`config.mk`:
```
export PLATFORM = sky130hd
export DESIGN_NAME = tone_sample_generator
export DESIGN_NICKNAME = d
export VERILOG_FILES = /design/src/rtl/tone_sample_generator_pkg.sv /design/src/rtl/tone_sample_generator_sample_tick_gen.sv /design/src/rtl/tone_sample_generator.sv
export SDC_FILE = /design/constraint.sdc
export NUM_CORES = 1
export LEC_CHECK = 0
export ABC_AREA = 1
export CAP_MARGIN = 10
export CELL_PAD_IN_SITES_DETAIL_PLACEMENT = 0
export CELL_PAD_IN_SITES_GLOBAL_PLACEMENT = 2
export CORE_MARGIN = 2
export CORE_UTILIZATION = 30
export CTS_CLUSTER_DIAMETER = 40
export CTS_CLUSTER_SIZE = 30
export DETAILED_ROUTE_END_ITERATION = 10
export GPL_ROUTABILITY_DRIVEN = 0
export MAX_ROUTING_LAYER = met4
export PLACE_DENSITY_LB_ADDON = 0.1
export SYNTH_ARGS = -nofsm -noshare
export SYNTH_HDL_FRONTEND = slang
export SYNTH_SLANG_ARGS = --single-unit
```
`constraint.sdc`:
```
create_clock -name system_clock -period 7.4 [get_ports system_clock]
set_input_delay 0.74 -clock system_clock [delete_from_list [all_inputs] [get_ports system_clock]]
set_output_delay 0.74 -clock system_clock [all_outputs]
set_load 0.05 [all_outputs]
```
`src/rtl/tone_sample_generator_pkg.sv`:
```
// Shared audio definitions for the tone source, AC97 controller and sample FIFO.
//   SAMPLE_W          : width of one signed audio sample
//   AMPLITUDE_DEFAULT : default positive peak of the square wave
//   tone_state_e      : tone source FSM encodings (idle / run / pending write)
//   tick_div()        : system clocks per sample period
package tone_sample_generator_pkg;

    localparam int unsigned SAMPLE_W = 20;
    localparam logic [SAMPLE_W-1:0] AMPLITUDE_DEFAULT = 20'h3FFFF;

    typedef enum logic [1:0] {
        StIdle = 2'd0,
        StRun  = 2'd1,
        StPend = 2'd2
    } tone_state_e;

    function automatic int unsigned tick_div(input int unsigned clk_freq,
                                             input int unsigned sample_rate);
        return clk_freq / sample_rate;
    endfunction

endpackage

```
`src/rtl/tone_sample_generator_sample_tick_gen.sv`:
```
// Sample-period divider for the tone source.
//   system_clock   in  : clock
//   system_reset_b in  : asynchronous active-low reset
//   clear          in  : hold the divider at 0 (no tick while set)
//   tick           out : one-cycle pulse every TICK_DIV cycles
module tone_sample_generator_sample_tick_gen #(
    parameter int unsigned TICK_DIV = 10
) (
    input  logic system_clock,
    input  logic system_reset_b,
    input  logic clear,
    output logic tick
);

    localparam int unsigned CNT_W = (TICK_DIV > 1) ? $clog2(TICK_DIV) : 1;
    localparam logic [CNT_W-1:0] CNT_LAST = CNT_W'(TICK_DIV - 1);

    logic [CNT_W-1:0] tick_cnt_q;

    always_ff @(posedge system_clock or negedge system_reset_b) begin
        if (!system_reset_b) begin
            tick_cnt_q <= '0;
        end else if (clear || tick_cnt_q == CNT_LAST) begin
            tick_cnt_q <= '0;
        end else begin
            tick_cnt_q <= tick_cnt_q + 1'b1;
        end
    end

    assign tick = !clear && (tick_cnt_q == CNT_LAST);

endmodule

```
`src/rtl/tone_sample_generator.sv`:
```
// Square-wave tone source writing one signed sample per sample period into the audio FIFO.
//   system_clock      in  : single clock
//   system_reset_b    in  : asynchronous active-low reset
//   enable            in  : 1 = generate tone, 0 = return to idle and flush pending sample
//   tone_half_period  in  : samples per half-cycle, 0 = silence
//   sample_fifo_full  in  : FIFO cannot accept a write this cycle
//   sample_fifo_wr_en out : write strobe, one cycle per sample
//   sample_fifo_din   out : signed sample
//   dropped_count     out : saturating count of overwritten samples
//   volume            in  : attenuation shift, present only when TONE_VOLUME_EN is defined
module tone_sample_generator
    import tone_sample_generator_pkg::*;
#(
    parameter int unsigned          SYS_CLK_FREQ = 50_000_000,
    parameter int unsigned          SAMPLE_RATE  = 48_000,
    parameter logic [SAMPLE_W-1:0]  AMPLITUDE    = AMPLITUDE_DEFAULT,
    parameter int unsigned          PERIOD_W     = 16
) (
    input  logic                system_clock,
    input  logic                system_reset_b,
    input  logic                enable,
    input  logic [PERIOD_W-1:0] tone_half_period,
    input  logic                sample_fifo_full,
`ifdef TONE_VOLUME_EN
    input  logic [3:0]          volume,
`endif
    output logic                sample_fifo_wr_en,
    output logic [SAMPLE_W-1:0] sample_fifo_din,
    output logic [15:0]         dropped_count
);

    localparam int unsigned TICK_DIV = tick_div(SYS_CLK_FREQ, SAMPLE_RATE);
    localparam logic [SAMPLE_W-1:0] AMP_NEG = ~AMPLITUDE + 1'b1;

    tone_state_e         state_q;
    logic [PERIOD_W-1:0] phase_cnt_q;
    logic                polarity_q;   // 0 = positive half, 1 = negative half
    logic                tick;
    logic                tick_clear;
    logic [PERIOD_W:0]   phase_inc;
    logic                phase_wrap;
    logic                silent;
    logic [SAMPLE_W-1:0] raw_sample;
    logic [SAMPLE_W-1:0] next_sample;

    // Divider only runs while the FSM is active and enable is held.
    assign tick_clear = (state_q == StIdle) || !enable;

    tone_sample_generator_sample_tick_gen #(
        .TICK_DIV (TICK_DIV)
    ) u_tick_gen (
        .system_clock   (system_clock),
        .system_reset_b (system_reset_b),
        .clear          (tick_clear),
        .tick           (tick)
    );

    always_comb begin
        silent     = (tone_half_period == '0);
        phase_inc  = {1'b0, phase_cnt_q} + 1'b1;
        // >= so shrinking the half period mid-tone toggles on the next tick.
        phase_wrap = (phase_inc >= {1'b0, tone_half_period});
        raw_sample = silent ? '0 : (polarity_q ? AMP_NEG : AMPLITUDE);
`ifdef TONE_VOLUME_EN
        next_sample = $unsigned($signed(raw_sample) >>> volume);
`else
        next_sample = raw_sample;
`endif
    end

    // Write is gated by enable so a flush cycle never emits the pending sample.
    assign sample_fifo_wr_en = (state_q == StPend) && !sample_fifo_full && enable;

    always_ff @(posedge system_clock or negedge system_reset_b) begin
        if (!system_reset_b) begin
            state_q         <= StIdle;
            phase_cnt_q     <= '0;
            polarity_q      <= 1'b0;
            sample_fifo_din <= '0;
            dropped_count   <= '0;
        end else if (!enable) begin
            state_q     <= StIdle;
            phase_cnt_q <= '0;
            polarity_q  <= 1'b0;
        end else begin
            if (tick) begin
                sample_fifo_din <= next_sample;
                if (silent) begin
                    phase_cnt_q <= '0;
                end else if (phase_wrap) begin
                    phase_cnt_q <= '0;
                    polarity_q  <= !polarity_q;
                end else begin
                    phase_cnt_q <= phase_inc[PERIOD_W-1:0];
                end
            end

            unique case (state_q)
                StIdle: state_q <= StRun;
                StRun: begin
                    if (tick) begin
                        state_q <= StPend;
                    end
                end
                StPend: begin
                    if (tick) begin
                        // New sample replaces din; it is a drop only if the old one never left.
                        state_q <= StPend;
                        if (sample_fifo_full && dropped_count != 16'hFFFF) begin
                            dropped_count <= dropped_count + 1'b1;
                        end
                    end else if (!sample_fifo_full) begin
                        state_q <= StRun;
                    end
                end
                default: state_q <= StIdle;
            endcase
        end
    end

endmodule

```
==> results.md <==
* Die X at about 110 µm
* Root buffer cell: clkbuf_16
* CTS Hold Bufs at 0
* Leak at 1.959 nW
* Setup CP Type: in2out
* P per Cell Area at about 140 nW/µm²
* Most frequent cell after synthesis: nand2_1
* Period utilization at between 40% and 50%
* Final TNS setup at 0 ns
* Critical path peak fanout at 5
* Critical path data required time at ~6.7 ns
* Gate power share at 15.3%
* Final WL at between 8 and 9 mm
* Hold WC Path Type: reg2reg
* Area grow syn2layout at 19.18%
* DP Area at 4126 µm²
* Post-synthesis cell type count at 34
* Outcome: completed
* DR vias at approximately 3.1k
* Layout Skew at 0.007549 ns
* Hold Fails Final Rpt at 0
* Largest net degree at the start of global routing at 50
* Grt ovf at 0
* Proportion of layout cells with a drive suffix above 1 at between 6 and 7%
* Crit path launch type: input port
* Yosys top cell area share at ~34%
* Port Buffers at 56
* Syn_nets at 528
* Seq pwr share at 46.6%
* Final Cell Area at 4269 µm²
* Worst-skew pair later-pin latency at 0.30 ns
* Clk pwr share at 38.1%
* Post-synth EDFFs at 0
* Worst path bufs/invs at 3
* GRT Total Usage at between 10% and 20%
* Crit-path max cell delay at about 0.80 ns
* Hpwl dp at just under 7 mm
* Vias in the first global route at approximately 3.0k
* DRT Pass-1 Iters at 4
* Yosys reg bits at 49
* Tmin final at between 3 and 4 ns
* Area of the core at between 10000 and 15000 µm²
* First-pass GRT wire length at ~15 mm
* Drt via density at 4.605
* DRC at 0
* Max-slew violation count at 0
* Cell family with most CP delay: buffers and inverters
* Nets at between 500 and 600
* P_sw at 0.1720 mW
* Post-synthesis sequential area ratio at 34.23%
* CTS tree: done
* Top post-synthesis cells by area: dfrtp_1 34%, nand2_1 11%, inv_1 9.4%, ha_1 7.0%, xor2_1 5.4%
* Initial DRC count at between 150 and 200
* Setup Buffers After CTS at 0
* Max cap viols at 0
* Num ports at between 50 and 60
* Synth area leader: dfrtp_1
* # rows at 39
* P_int at between 0.4 and 0.5 mW
* CTS Buf Count at 5
* Count of final setup violators at 0
* Initial Utilization at 31.11%
* Ant diodes at 0
* Syn_area_per_cell at 7.341 µm²
* Bufs on Longest Clock Path at 2
* Crit path capture type: output port
* Worst vdd ir at just over 0.08 mV
* Slowest CP cell: clkdlybuf4s50_1
* Die Y at between 100 and 150 µm
* DR WL/cell at 13.28 µm
* Sw Ratio at between 20% and 30%
* Highest Clock Rate at around 300 MHz
* Worst-path clk slew at 0.06 ns
* Initial antenna violation count at 0
* Most used DFF post-synth: dfrtp_1
* WP data arrival at between 2 and 3 ns
* H-tree depth at 2
* Routed Antenna Nets at 0
* Worst-path cell chain: clkdlybuf4s50_1 -> inv_2 -> nor2_1 -> nand2_1 -> nor2_1 -> clkdlybuf4s50_1
* Least-Margin Pin Slew at between 0.7 and 0.8 ns
* RSZ-0062 raised after global routing: no
* Netlist Area Pre-Place at between 3000 and 4000 µm²
* Post_cts resized at 0
* Slew headroom at between 40% and 50%
* CTS sink count at around 50
* Post-synth ARST share at between 90% and 100%
* Gate Count Post-Synth at between 400 and 500
* Full die area at 12830 µm²
* Syn. warnings at 0
* Most common library cells after synthesis: 101 x nand2_1, 90 x inv_1, 49 x dfrtp_1
worst register-to-register path: cells and delay by family, from the launching register on:
family	cells	cell delay, ns
AND/OR/NAND/NOR	14	1.75
flip-flops	1	0.41
AO/OA/AOI/OAI	1	0.37
buffers and inverters	3	0.23
adder cells (fa/ha/maj)	1	0.23
stage by stage:
stage          power [mW]  hold WS, ns  setup WS (ns)  cells  utilization (%)
2_1_floorplan      0.3544       0.4322          5.003    488                -
3_5_place_dp       0.3893       0.4729          4.036    661            35.83
3_3_place_gp       0.3882       0.4593          4.076    661            35.83
4_1_cts            0.6295       0.4790          4.031    668            37.07
6_report           0.6166       0.4673          4.056    668            37.07
5_1_grt            0.6531       0.4995          3.855    668            37.07
logic make-up (layout without fill, tap and decap cells):
group	after synthesis	in the layout	share of synthesized area [%]
AO/OA/AOI/OAI	54	54	9.710
flip-flops	49	49	34.23
buffers and inverters	121	158	15.37
adder cells (fa/ha/maj)	20	20	6.986
AND/OR/NAND/NOR	218	218	27.35
XOR/XNOR	26	26	6.357
power by group through the flow:
stage	Combinational (mW)	Clock, mW	Sequential, mW
4_1_cts	0.0969	0.245	0.288
5_1_grt	0.110	0.254	0.289
3_5_place_dp	0.0965	0	0.293
2_1_floorplan	0.0642	0	0.290
3_3_place_gp	0.0959	0	0.292
6_report	0.0944	0.235	0.287
per-layer routing:
metal	part of all wire (%)	track usage, %
met1	50	21.67
met3	5.4	2.571
met2	44	22.28
met5	0	-
met4	1.0	3.659
final cells by class:
type / instances / area, µm²
sequential: 49 / 1226
timing repair buffer: 57 / 563.0
clock buffer: 7 / 142.6
inverter: 94 / 352.8
fill: 1254 / 7247
multi-input combinational: 318 / 1805
tap: 143 / 178.9
placed cells by master (no fill, tap or decap), types with 4 or more instances in the layout:
| cell | netlist | layout |
|---|---|---|
| inv_2 | 4 | 4 |
| nand4_1 | 9 | 9 |
| xnor2_1 | 4 | 4 |
| nor3_1 | 9 | 9 |
| nand2_1 | 101 | 101 |
| o21ai_1 | 6 | 6 |
| nor4_1 | 4 | 4 |
| nor2_1 | 43 | 43 |
| xor2_1 | 22 | 22 |
| a21oi_1 | 11 | 11 |
| nand3_1 | 37 | 37 |
| inv_1 | 90 | 90 |
| clkdlybuf4s50_1 | 0 | 55 |
| ha_1 | 20 | 20 |
| o21ai_2 | 14 | 14 |
| o22ai_1 | 5 | 5 |
| o21ai_0 | 13 | 13 |
| clkbuf_16 | 0 | 5 |
| dfrtp_1 | 49 | 49 |
state kept, by name, indices dropped and copies added (netlist names):
register,count
dropped_count,16
phase_cnt_q,16
u_tick_gen.tick_cnt_q,11
sample_fifo_din,3
state_q,2
polarity_q,1
worst paths after layout:
kind | end | depth (start not counted) | from | slack (ns)
hold reg to reg | u_tick_gen.tick_cnt_q[0] | 1 | u_tick_gen.tick_cnt_q[0] | 0.47
setup reg to reg | phase_cnt_q[2] | 19 | phase_cnt_q[0] | 4.31
max in group asynchronous | u_tick_gen.tick_cnt_q[9] | 2 | system_reset_b | 6.38
min in group asynchronous | phase_cnt_q[13] | 2 | system_reset_b | 0.57
setup / recovery | sample_fifo_wr_en | 6 | enable | 4.06
hold / removal | u_tick_gen.tick_cnt_q[0] | 1 | u_tick_gen.tick_cnt_q[0] | 0.47
Power figures use the tool's default switching activity.
